$ cat src/rtl/cska_pkg.sv
// Shared definitions for the word-serial multi-precision adder.
package cska_pkg;

  localparam int unsigned WORD_W = 16;
  localparam int unsigned BLK_W  = 4;

  typedef enum logic [1:0] {
    ST_IDLE = 2'd0,
    ST_RUN  = 2'd1,
    ST_DONE = 2'd2
  } state_e;

  typedef enum logic {
    OP_ADD = 1'b0,
    OP_SUB = 1'b1
  } op_e;

endpackage

$ cat src/rtl/cska16.sv
// 16-bit carry-skip adder built from 4-bit ripple blocks with block bypass.
module cska16
  import cska_pkg::*;
(
  input  logic [WORD_W-1:0] A,
  input  logic [WORD_W-1:0] B,
  input  logic              Cin,
  output logic [WORD_W-1:0] Sum,
  output logic              Cout
);

  localparam int unsigned N_BLK = WORD_W / BLK_W;

  logic [WORD_W-1:0] p;
  logic [WORD_W-1:0] g;
  logic [N_BLK:0]    blk_c;

  assign p = A ^ B;
  assign g = A & B;

  // Ripple inside each block; a fully propagating block passes its carry-in straight on.
  always_comb begin
    logic c;
    Sum      = '0;
    blk_c    = '0;
    c        = 1'b0;
    blk_c[0] = Cin;
    for (int unsigned j = 0; j < N_BLK; j++) begin
      c = blk_c[j];
      for (int unsigned i = 0; i < BLK_W; i++) begin
        Sum[j*BLK_W+i] = p[j*BLK_W+i] ^ c;
        c              = g[j*BLK_W+i] | (p[j*BLK_W+i] & c);
      end
      blk_c[j+1] = (&p[j*BLK_W +: BLK_W]) ? blk_c[j] : c;
    end
  end

  assign Cout = blk_c[N_BLK];

endmodule

$ cat src/rtl/mp_add_seq.sv
// Word-serial multi-precision add/subtract: one 16-bit word per cycle, LSB first.
module mp_add_seq
  import cska_pkg::*;
#(
  parameter int unsigned N_WORDS = 4
) (
  input  logic                        Clk,
  input  logic                        Reset_n,
  input  logic                        Start,
  input  logic                        Sub,
  input  logic [WORD_W*N_WORDS-1:0]   A,
  input  logic [WORD_W*N_WORDS-1:0]   B,
  input  logic                        Cin,
  output logic                        Ready,
  output logic                        Busy,
  output logic                        Done,
  output logic [WORD_W*N_WORDS-1:0]   Sum,
  output logic                        Cout,
  output logic                        Ovf
);

  localparam int unsigned TOT_W = WORD_W * N_WORDS;
  localparam int unsigned CNT_W = $clog2(N_WORDS);
  localparam logic [CNT_W-1:0] LAST = CNT_W'(N_WORDS - 1);

  state_e             state_q;
  state_e             state_d;
  logic               accept;
  logic               last_word;
  logic [CNT_W-1:0]   cnt_q;
  logic               carry_q;
  op_e                op_q;
  logic [TOT_W-1:0]   a_q;
  logic [TOT_W-1:0]   b_q;
  logic [WORD_W-1:0]  word_a;
  logic [WORD_W-1:0]  word_b_raw;
  logic [WORD_W-1:0]  word_b;
  logic [WORD_W-1:0]  add_sum;
  logic               add_cout;
  logic               ready_d;
  logic               busy_d;
  logic               done_d;

  assign accept    = Start && ((state_q == ST_IDLE) || (state_q == ST_DONE));
  assign last_word = (state_q == ST_RUN) && (cnt_q == LAST);

  // State register.
  always_ff @(posedge Clk or negedge Reset_n) begin
    if (!Reset_n) state_q <= ST_IDLE;
    else          state_q <= state_d;
  end

  // Next-state logic.
  always_comb begin
    state_d = state_q;
    case (state_q)
      ST_IDLE: if (Start) state_d = ST_RUN;
      ST_RUN:  if (last_word) state_d = ST_DONE;
      ST_DONE: state_d = Start ? ST_RUN : ST_IDLE;
      default: state_d = ST_IDLE;
    endcase
  end

  // Status flags decoded from the upcoming state so they register in step with it.
  always_comb begin
    ready_d = 1'b0;
    busy_d  = 1'b0;
    done_d  = 1'b0;
    case (state_d)
      ST_IDLE: ready_d = 1'b1;
      ST_RUN:  busy_d  = 1'b1;
      ST_DONE: begin
        ready_d = 1'b1;
        done_d  = 1'b1;
      end
      default: ready_d = 1'b0;
    endcase
  end

  // Status flag registers.
  always_ff @(posedge Clk or negedge Reset_n) begin
    if (!Reset_n) begin
      Ready <= 1'b1;
      Busy  <= 1'b0;
      Done  <= 1'b0;
    end else begin
      Ready <= ready_d;
      Busy  <= busy_d;
      Done  <= done_d;
    end
  end

  // Select the current word of each operand; B is inverted for subtraction.
  always_comb begin
    word_a     = '0;
    word_b_raw = '0;
    for (int unsigned k = 0; k < N_WORDS; k++) begin
      if (cnt_q == CNT_W'(k)) begin
        word_a     = a_q[k*WORD_W +: WORD_W];
        word_b_raw = b_q[k*WORD_W +: WORD_W];
      end
    end
    word_b = (op_q == OP_SUB) ? ~word_b_raw : word_b_raw;
  end

  cska16 u_add (
    .Sum  (add_sum),
    .Cout (add_cout),
    .A    (word_a),
    .B    (word_b),
    .Cin  (carry_q)
  );

  // Operand capture on accept, then one word written per RUN cycle.
  always_ff @(posedge Clk or negedge Reset_n) begin
    if (!Reset_n) begin
      a_q     <= '0;
      b_q     <= '0;
      op_q    <= OP_ADD;
      cnt_q   <= '0;
      carry_q <= 1'b0;
      Sum     <= '0;
      Cout    <= 1'b0;
      Ovf     <= 1'b0;
    end else if (accept) begin
      a_q     <= A;
      b_q     <= B;
      op_q    <= Sub ? OP_SUB : OP_ADD;
      cnt_q   <= '0;
      carry_q <= Sub ? 1'b1 : Cin;
    end else if (state_q == ST_RUN) begin
      for (int unsigned k = 0; k < N_WORDS; k++) begin
        if (cnt_q == CNT_W'(k)) Sum[k*WORD_W +: WORD_W] <= add_sum;
      end
      carry_q <= add_cout;
      if (last_word) begin
        Cout <= add_cout;
        Ovf  <= (word_a[WORD_W-1] == word_b[WORD_W-1]) &&
                (add_sum[WORD_W-1] != word_a[WORD_W-1]);
      end else begin
        cnt_q <= cnt_q + CNT_W'(1);
      end
    end
  end

endmodule
$ cat config.mk
export PLATFORM = sky130hd
export DESIGN_NAME = mp_add_seq
export DESIGN_NICKNAME = d
export VERILOG_FILES = /design/src/rtl/cska_pkg.sv /design/src/rtl/cska16.sv /design/src/rtl/mp_add_seq.sv
export SDC_FILE = /design/constraint.sdc
export NUM_CORES = 1
export LEC_CHECK = 0
export CORE_ASPECT_RATIO = 0.75
export CORE_MARGIN = 4
export CORE_UTILIZATION = 53
export CTS_BUF_LIST = sky130_fd_sc_hd__clkbuf_2 sky130_fd_sc_hd__clkbuf_4 sky130_fd_sc_hd__clkbuf_8
export CTS_CLUSTER_DIAMETER = 40
export DETAILED_ROUTE_END_ITERATION = 10
export GPL_TIMING_DRIVEN = 0
export HOLD_SLACK_MARGIN = 0.02
export PLACE_DENSITY = 0.82
export SYNTH_ARGS = -nofsm -noshare
export SYNTH_HDL_FRONTEND = slang
export SYNTH_HIERARCHICAL = 1
export SYNTH_SLANG_ARGS = --single-unit
$ cat constraint.sdc
create_clock -name Clk -period 11.8 [get_ports Clk]
set_input_delay 1.77 -clock Clk [delete_from_list [all_inputs] [get_ports Clk]]
set_output_delay 1.77 -clock Clk [all_outputs]
set_load 0.03 [all_outputs]
# After elaboration in Yosys (flattened, before gate mapping)
# Index checks and enable logic that the tools add are counted.
# word_totals
output_inout_bits,69
wordCells,124
inputBits,133
regBits,203
# classes
eq_ne,10
muxes,27
n_bitwise,52
reduce_logical,19
n_addsub,1
# op_table
operator,count
16-bit 2-to-1 mux,9
1-bit bitwise AND,16
16-bit bitwise AND,1
16-bit inverter,1
1-bit bitwise OR,16
4-bit AND reduction,4
1-bit XOR,16
16-bit XOR,1
3-bit AND reduction,5
1-bit 2-to-1 mux,12
2-bit 2-to-1 mux,5
"2-bit equality test, second input constant",4
"2-bit by 1-bit equality test with 1-bit output, second input constant",3
2-bit logical NOT,3
2-bit case mux with 3 select lines,1
1-bit logical AND,3
"2-bit by 1-bit adder with 2-bit output, second input constant",1
"2-bit != test, second input constant",1
2-bit AND reduction,1
2-bit nonzero test,1
2-bit OR reduction,1
1-bit equality test,1
1-bit logical OR,1
1-bit != test,1
1-bit inverter,1

# Depth between registers and ports, before layout
# Gate-level depths: netlist (run 1).
# depth
ltp_word,46
mapped_depth,35
ltp_nobuf,34

# By module
# Netlist (run 1), hierarchy kept.
# by_module_without_submodules
mod,area_per_inst_um2,seq_area_each_um2,n_inst,cells_each
mp_add_seq,8942.3,5081.1,1,656
cska16,643.1,0.0,1,55

# Worst setup path before layout (run 1)
# Ideal clock, no wire load.
# synth_timing
path_type,register to register
start,register cnt_q[0]
end,register Ovf
t_arrival_ns,8.610
period_less_slack_ns,8.680
required_time_ns,11.730
setup_time_ns,0.070
stages_incl_launch_ff,36
path_buffers,2
setup_slack_ns,3.120
cell_sequence,dfrtp_1 > inv_1 > ha_1 > buf_4 > buf_4 > a221oi_1 > o31ai_1 > xor2_1 > inv_1 > fa_1 > inv_1 > fa_1 > fa_1 > fa_1 > mux2_4 > fa_1 > fa_1 > fa_1 > fa_1 > a41oi_1 > nor2_1 > fa_1 > fa_1 > fa_1 > fa_1 > nand2_1 > nand2_1 > fa_1 > fa_1 > fa_1 > inv_1 > fa_1 > inv_1 > nand2_1 > a211o_1 > nand3_1
# synth_between
elab_chain_len,44
word_cells_on_any_way,58
classes_between,eq/ne (5); mux (12); bitwise (34); reduce/logical (7)
# synth_rtl
element,line_no,text
"start, declared",mp_add_seq.sv:30,logic [CNT_W-1:0] cnt_q;
"start signal, assigned",mp_add_seq.sv:141,cnt_q <= cnt_q + CNT_W'(1);
2-bit logical NOT,mp_add_seq.sv:98,if (cnt_q == CNT_W'(k)) begin
16-bit 2-to-1 mux (3 in a row),mp_add_seq.sv:98,
16-bit 2-to-1 mux *,mp_add_seq.sv:98,
16-bit inverter,mp_add_seq.sv:103,word_b = (op_q == OP_SUB) ? ~word_b_raw : word_b_raw;
16-bit 2-to-1 mux *,mp_add_seq.sv:103,
via word_b[0],mp_add_seq.sv:37,logic [WORD_W-1:0] word_b;
16-bit XOR,cska16.sv:18,assign p = A ^ B;
1-bit bitwise AND,cska16.sv:32,c = g[j*BLK_W+i] | (p[j*BLK_W+i] & c);
(+28 left out),--,
1-bit bitwise AND *,cska16.sv:32,
1-bit bitwise OR *,cska16.sv:32,
1-bit bitwise AND *,cska16.sv:32,
1-bit bitwise OR *,cska16.sv:32,
1-bit XOR *,cska16.sv:31,Sum[j*BLK_W+i] = p[j*BLK_W+i] ^ c;
via add_sum[15],mp_add_seq.sv:38,logic [WORD_W-1:0] add_sum;
1-bit != test *,mp_add_seq.sv:139,(add_sum[WORD_W-1] != word_a[WORD_W-1]);
1-bit logical AND *,mp_add_seq.sv:138,Ovf <= (word_a[WORD_W-1] == word_b[WORD_W-1]) &&
"end signal, assigned",mp_add_seq.sv:138,
"end, declared",mp_add_seq.sv:19,output logic Ovf
# The timed path passes the listed nets; every way through them passes the cells marked *.
# A chain may end at the register's enable or synchronous reset.

# Worst setup path after layout (run 1)
# layout_timing
start,register cnt_q[0]
end,register Ovf
# layout_between
word_cells_on_any_way,58
classes_between,eq/ne (5); mux (12); bitwise (34); reduce/logical (7)
# layout_rtl
element,line_no,text
2-bit logical NOT,mp_add_seq.sv:98,
16-bit 2-to-1 mux (3 in a row),mp_add_seq.sv:98,
16-bit 2-to-1 mux *,mp_add_seq.sv:98,
via word_a[0],mp_add_seq.sv:35,logic [WORD_W-1:0] word_a;
16-bit XOR,cska16.sv:18,
1-bit bitwise AND,cska16.sv:32,
1-bit bitwise OR,cska16.sv:32,
1-bit bitwise AND,cska16.sv:32,
(+26 left out),--,
1-bit bitwise AND *,cska16.sv:32,
1-bit bitwise OR *,cska16.sv:32,
1-bit bitwise AND *,cska16.sv:32,
1-bit bitwise OR *,cska16.sv:32,
1-bit XOR *,cska16.sv:31,
via add_sum[15],mp_add_seq.sv:38,
1-bit != test *,mp_add_seq.sv:139,
1-bit logical AND *,mp_add_seq.sv:138,
# Marks and branches as above.

==> results.md, run 1 <==
Status:
- The flow ran to the end, and the final reports show no timing, DRC or antenna violations.

STA:
- The number of slew-limit violations in the final report came to 0.
- The transition at the pin with the smallest max-transition slack is 0.906 ns.
- The peak clock frequency supported by timing is 105 MHz.
- Of the available clock period, the critical path in the final layout requires 80.6%.
- Setup total negative slack on the finished layout was measured at 0 ns.
- The total setup violations reported at the end of the flow is 0.
- The final worst clock skew is 0.0155 ns.
- Setup repair after global routing left no endpoint under its margin.
- In this run the tightest slew margin relative to its limit is 39.6%.
- The minimum period implied by the final worst setup slack is 9.52 ns.
- The number of endpoints with negative hold slack in the final report is 0.

Setup path:
- The critical path start-end classification is flop to flop.
- The worst path arrival time is 9.95 ns.
- The largest incremental delay on the critical path is 0.42 ns.
- The cell seen most often among critical-path stages is fa_1.
- The critical path data required time is 12.23 ns.
- The number of cells on the worst reg-to-reg path is 34.
- The kind of start point of the critical path is a flop.
- Of all nets on the critical path, the largest fanout is 10.
- The sort of element at the end of the critical path is a flop.
- The library cell contributing the largest single delay on the critical path is fa_1.

Layout:
- The layout has 1272 filler cells.
- The growth of design area from synthesis to finish is 32.0%.
- Summing all multi-input logic gate instances after layout gives 4150 sq um.
- The most common cell after layout, fill and taps aside is dfrtp_1.
- The post-route netlist has 32.4% of its cells at a drive strength greater than 1.
- The number of antenna cells inserted is 0.
- Summing all flip-flop and latch instances after layout gives 5080 sq um.
- In the layout the commonest cells are 202 x dfrtp_1, 200 x clkdlybuf4s50_1, 178 x mux2_2.
- At the end of the flow, the number of nets in the layout was 1118.

Global route:
- After global routing the overflow that remains totals 0.
- The via count of the first global-routing pass is 6807.
- Global routing consumed, over all layers together, 23.7% of the routing resources.
- Entering global routing, the biggest net connects 124 pins.
- The wire length of the first global-routing pass is 37.7 mm.
- The number of antenna violations at the first check in global routing is 1.

Synth:
- After synthesis the cells add up to 9590 sq um.
- The synthesized netlist cell count is 711.
- After synthesis, the mean cell area works out to 13.5 sq um.
- The number of different library cells in the post-synthesis netlist is 40.
- The post-synth net total is 880.
- The total of flip-flops plus latches after synthesis is 203.
- Sequential elements use 53.0% of the synthesized area.
- For this run, the number of Yosys warnings is 6.

Clock tree:
- The clock tree from TritonCTS is yes.
- The number of setup buffers added after CTS is 0.
- After clock tree synthesis, the flow added hold-fix buffers numbering 0.
- The maximum number of buffers from clock root to sink is 3.
- Counting the buffers created by CTS gives 34.
- The buffer cell driving the clock tree root is clkbuf_8.
- Counting every sink on the clock net gives 203.
- CTS built an H-tree with a depth of 2.
- The clock latency reported for the late side of the worst-skew pair is 0.50 ns.
- The quantity of gates resized following cts is 0.
- After clock tree synthesis, the clock-pin slew on the worst setup and hold paths is 0.07 ns.

Min path:
- The classification of the worst-slack hold path is flop to flop.
- The worst hold path depth is 2.

Routing:
- The first TritonRoute pass finished after 5 iterations.
- The via count is 6478.
- The number of remaining DRC errors is 0.
- The detailed-route vias per instance is 5.33.
- The number of design-rule violations left by the first detailed-router iteration is 370.
- After detailed routing, the average wire length per cell comes to 19.7 um.
- The total wirelength of the detailed-routed design is 24.0 mm.
- Once detail routing completed, the nets flagged for antenna violations numbered 0.

Place:
- The number of buffer cells added on primary ports is 201.
- The detailed-placement wirelength estimate is 18.3 mm.
- The congestion estimate from routability-driven global placement came to 0.792.

Floorplan:
- The floorplan row count is 42.
- The number of top-level pins is 202.
- The die covers 20300 sq um.
- The effective utilization at floorplan is 54.1%.
- The area of the core region is 17700 sq um.
- The floorplan die width is 163 um.
- The die span in y is 124 um.

Flow run:
- The max capacitance violation total is 0.
path summary, 6_finish.rpt:
kind | slack (ns) | endpoint | from
max | 2.28 | Ovf$_DFFE_PN0P_ | cnt_q[0]$_DFFE_PN0P_
min | 0.48 | Sum[51]$_DFFE_PN0P_ | Sum[51]$_DFFE_PN0P_
max reg2reg | 2.28 | Ovf$_DFFE_PN0P_ | cnt_q[0]$_DFFE_PN0P_
min reg2reg | 0.48 | Sum[51]$_DFFE_PN0P_ | Sum[51]$_DFFE_PN0P_
max in group asynchronous | 9.52 | a_q[2]$_DFFE_PN0P_ | Reset_n
min in group asynchronous | 1.38 | b_q[18]$_DFFE_PN0P_ | Reset_n
sequential cells by signal (all words and copies together) (netlist names), 2 cells and up:
name,flops
b_q,64
a_q,64
Sum,64
state_q,2
cnt_q,2
synthesized netlist by cell type:
| library cell | n | share of area, % |
|---|---|---|
| nor2_1 | 8 | 0.31 |
| nand4_1 | 4 | 0.26 |
| and3b_1 | 1 | 0.091 |
| inv_1 | 15 | 0.59 |
| buf_4 | 18 | 1.4 |
| nor3b_1 | 2 | 0.16 |
| clkbuf_8 | 1 | 0.14 |
| inv_2 | 1 | 0.039 |
| a221oi_1 | 17 | 1.6 |
| dfstp_2 | 1 | 0.27 |
| fa_1 | 16 | 3.3 |
| nand3_1 | 1 | 0.052 |
| and2b_1 | 1 | 0.078 |
| nand2_1 | 83 | 3.3 |
| o31ai_2 | 14 | 1.8 |
| a41oi_1 | 1 | 0.091 |
| a21oi_1 | 3 | 0.16 |
| o211ai_1 | 1 | 0.078 |
| buf_6 | 3 | 0.35 |
| a221oi_2 | 14 | 2.2 |
| mux2_4 | 1 | 0.16 |
| xor2_1 | 16 | 1.5 |
| buf_2 | 17 | 0.89 |
| nand3b_1 | 3 | 0.23 |
| dfrtp_1 | 202 | 53 |
| nor2b_1 | 33 | 2.2 |
| a211o_1 | 1 | 0.091 |
| nor2b_4 | 1 | 0.14 |
| clkbuf_1 | 6 | 0.23 |
| xnor2_1 | 1 | 0.091 |
| o21ai_2 | 1 | 0.091 |
| a22oi_1 | 1 | 0.078 |
| nor3_1 | 1 | 0.052 |
| ha_1 | 20 | 2.6 |
| a211oi_1 | 2 | 0.16 |
| o31ai_1 | 16 | 1.3 |
| mux2i_1 | 1 | 0.10 |
| o21ai_0 | 2 | 0.10 |
| nand2_2 | 3 | 0.20 |
| mux2_2 | 178 | 21 |
per-layer routing:
| layer | global-route usage (%) | vias up | part of all wire [%] |
|---|---|---|---|
| li1 | - | 2973 | - |
| met1 | 36.9 | 3259 | 48 |
| met2 | 34.8 | 213 | 44 |
| met3 | 4.60 | 31 | 6.5 |
| met4 | 4.88 | 2 | 1.5 |
| met5 | 0 | - | 0.046 |
worst max-delay path, delay by kind of cell (launching register included):
| family | cells | cell delay [ns] |
|---|---|---|
| DFF | 1 | 0.41 |
| muxes | 1 | 0.30 |
| adders and majority gates | 17 | 6.20 |
| AOI/OAI and AO/OA | 4 | 1.12 |
| buffers and inverters | 7 | 1.00 |
| and+or+nand+nor | 5 | 0.40 |
stage by stage:
step	std cells	setup WS, ns	utilization, %	area (sq um)	hold slack, ns
detailed placement	1155	2.36	67.4	11900	0.465
floorplan	711	3.12	-	9590	0.480
CTS	1216	2.26	71.4	12700	0.482
global placement	1154	0.548	67.2	11900	0.459
global route	1216	1.82	71.4	12700	0.501
finish	1216	2.28	71.4	12700	0.482
cell type report:
cell class,count,share of cell area [%]
Buffer,45,2.29
Clock buffer,52,5.11
Clock inverter,9,0.583
Inverter,16,0.475
Multi-Input combinational cell,447,32.8
Sequential cell,203,40.2
Tap cell,242,2.39
Timing Repair Buffer,202,16.2
kinds of logic (layout without fill, tap and decap cells):
| family | count (synthesis) | count (layout) | synth area share, % |
|---|---|---|---|
| AND/OR/NAND/NOR | 141 | 141 | 6.98 |
| AO/OA/AOI/OAI | 73 | 73 | 7.68 |
| buffers and inverters | 61 | 324 | 3.65 |
| XOR/XNOR | 17 | 17 | 1.55 |
| flip-flops | 203 | 203 | 53.0 |
| adder cells (fa/ha/maj) | 36 | 36 | 5.95 |
| multiplexers | 180 | 180 | 21.2 |
Power of run 1 is not shown: default switching activity piles up to over one toggle a cycle in this logic, so the estimate is an artifact.
==> run 2: changes to the inputs <==
- CORE_UTILIZATION: 53 -> 48
- PLACE_DENSITY: 0.82 -> 0.78
- clock period: 11.8 -> 7.8 ns (I/O delays scaled with it)
==> run 2 against run 1 <==
- the flow now finishes with violations (setup timing)
- clock-buffer cell count increased by 5
- fmax increased by 14%
- cell count increased by 2.2%
==> results.md, run 2 (synthesis gave the netlist of run 1 again) <==
Floorplan:
- In this run the standard cell core region covers 19500 sq um.
- The floorplan row count is 44.
- The total die area is 22300 sq um.
- The effective utilization at floorplan is 49.2%.
- In this run the vertical extent of the chip is 130 um.
- The number of top-level pins is 202.
- The floorplan die width is 171 um.

Status:
- The checks that failed: setup timing.
- The flow ran to the end, but the final reports show violations.

STA:
- The final worst clock skew is 0.0379 ns.
- The final clock period utilization by the worst path is 107%.
- The peak clock frequency supported by timing is 120 MHz.
- The number of endpoints with negative hold slack in the final report was 0.
- Setup repair after global routing could not meet its margin everywhere.
- The number of slew-limit violations in the final report was 0.
- Setup slack on the critical path of the routed design comes to -0.557 ns.
- The minimum period implied by the final worst setup slack is 8.36 ns.
- Headroom to the max-slew limit came out at 46.6%.
- At the pin with the least slew margin, the transition time is 0.795 ns.
- The total setup violations reported at the end of the flow is 10.

Clock tree:
- The later pin in the worst-skew pair is clocked with a latency of 0.52 ns.
- The number of clock sinks is 203.
- The clock slew seen by the registers of the worst setup and hold paths is 0.06 ns.
- The buffer cell driving the clock tree root is clkbuf_8.
- The clock passes through at most 3 buffers.
- TritonCTS built the clock tree.
- The H-tree was split into 2 levels.
- TritonCTS created 36 clock buffers.

Global route:
- The combined global-route utilization of all metal layers is 22.2%.
- Entering global routing, the biggest net connects 116 pins.
- The residual overflow from global routing is 0.
- The via count of the first global-routing pass is 6685.
- The number of antenna violations at the first check in global routing is 1.
- The first global-routing pass estimated 37.8 mm of wire.

Place:
- Prior to clock tree synthesis, the placed netlist has a worst setup slack of -0.877 ns.
- The detailed-placement wirelength estimate is 18.5 mm.
- The routability congestion estimate from global placement is 0.785.
- The placed instances occupy a cell area of 12000 sq um.
- The number of buffer cells added on primary ports is 201.

Layout:
- The largest registers in the layout are Sum x64, a_q x64, b_q x64.
- The final layout contains 1136 nets.
- From synthesis to final layout, the design area changed by 35.5%.
- The fraction of layout cells with a size suffix above 1 is 37.0%.
- In the layout the commonest cells are 201 x dfrtp_1, 200 x clkdlybuf4s50_1, 175 x mux2_2.
- The number of antenna diodes in the final layout is 0.
- Leaving out fill and tap cells, the most frequent cell in the layout is dfrtp_1.
- The cell area after layout is 13000 sq um.

Setup path:
- The critical path data required time is 8.23 ns.
- For this design, the slowest cell found on the critical path is dfrtp_2.
- Along the worst path, the maximum fanout reaches 5.
- Among the stages of the critical path, the cell type that occurs most often is fa_2.
- The number of cells on the worst reg-to-reg path is 34.
- The worst path arrival time is 8.79 ns.
- The critical path is of the flop to flop type.
- In this design, the stage delay of the slowest critical-path cell is 0.45 ns.
- In this run the critical register-to-register path is launched from cnt_q[0]$_DFFE_PN0P_.
- The worst register-to-register path ends at Ovf$_DFFE_PN0P_.
- For flop-to-flop paths, the worst setup slack is -0.56 ns.
- The sort of element at the end of the critical path is a flop.
- STA classifies the critical path startpoint as a flop.

Routing:
- The first detailed-routing pass ran for 4 iterations.
- The number of design-rule violations left by the first detailed-router iteration is 363.
- The post-route antenna net violation count is 0.
- The routed wirelength normalized by instance count is 19.8 um.
- The via count is 6596.
- The number of remaining DRC errors is 0.
- Dividing the detail-routed via count by the number of cells gives 5.31.
- The total wirelength of the detailed-routed design is 24.7 mm.

Flow run:
- Max-cap violations in this run came to 0.

Min path:
- The origin of the worst min-delay path is Sum[54]$_DFFE_PN0P_.
- The worst hold path passes through 2 cells.
- The tightest min-delay check is of the flop to flop type.
- The path with the worst hold slack has its endpoint at Sum[54]$_DFFE_PN0P_.
==> run 2: cell count changes in the layout (fill, tap and decap cells not counted), moves of 4 or more <==
cell / delta
buf_4: +15
clkinv_2: -5
fa_1: -15
fa_2: +15
ha_1: -4
inv_1: -5
inv_2: +5
==> run 2: worst max path at each step <==
stage	start	endpoint	cells past startpoint
after floorplan	cnt_q[0]$_DFFE_PN0P_	Ovf$_DFFE_PN0P_	35
after global placement	Reset_n	a_q[25]$_DFFE_PN0P_	1
after detailed placement	cnt_q[0]$_DFFE_PN0P_	Ovf$_DFFE_PN0P_	34
after CTS	cnt_q[1]$_DFFE_PN0P_	Ovf$_DFFE_PN0P_	35
after global routing	cnt_q[1]$_DFFE_PN0P_	Ovf$_DFFE_PN0P_	35
final	cnt_q[0]$_DFFE_PN0P_	Ovf$_DFFE_PN0P_	34
==> run 2: per-layer routing <==
metal / global-route usage [%] / part of all wire (%)
met1: 33.8 / 48
met2: 32.9 / 44
met3: 5.11 / 6.8
met4: 4.94 / 1.4
met5: 0 / 0.053
==> run 2: repair_timing <==
item,CTS,global route
pin swaps,4,4
buffers inserted,15,3
endpoints found under the setup margin,11,11
hold buffers,0,0
gates resized for setup,31,7
endpoints found under the hold margin,0,0
==> run 2: worst max-delay path: cells and delay by family, from the launching register on <==
family	cells	cell delay, ns
AOI/OAI and AO/OA	4	0.82
DFF	1	0.45
buffers and inverters	5	0.42
xor gates and xnor gates	1	0.13
muxes	1	0.28
and+or+nand+nor	6	0.59
adders and majority gates	17	5.59
==> run 2: per-stage QoR <==
stage | instances | util [%] | hold slack [ns] | setup TNS (ns)
2_1_floorplan | 711 | - | 0.480 | -0.204
3_3_place_gp | 1165 | 61.4 | 0.462 | -611.23
3_5_place_dp | 1166 | 61.6 | 0.465 | -5.13
4_1_cts | 1242 | 66.5 | 0.479 | -3.03
5_1_grt | 1243 | 66.7 | 0.497 | -4.67
6_report | 1243 | 66.7 | 0.474 | -2.43
==> run 2: layout make-up <==
class	instances	area, sq um
Buffer	44	318
Clock buffer	57	703
Clock inverter	4	27.5
Fill cell	1501	6500
Inverter	16	60.1
Multi-Input combinational cell	447	4300
Sequential cell	203	5080
Tap cell	253	317
Timing Repair Buffer	219	2180
Power of run 2 is left out for the same reason.
==> run 3: changes to the inputs <==
- HOLD_SLACK_MARGIN: 0.02 -> not set
==> results of run 3 <==
No change in the layout: final DEF, timing and power equal those of run 2.
Power of run 3 is left out for the same reason.
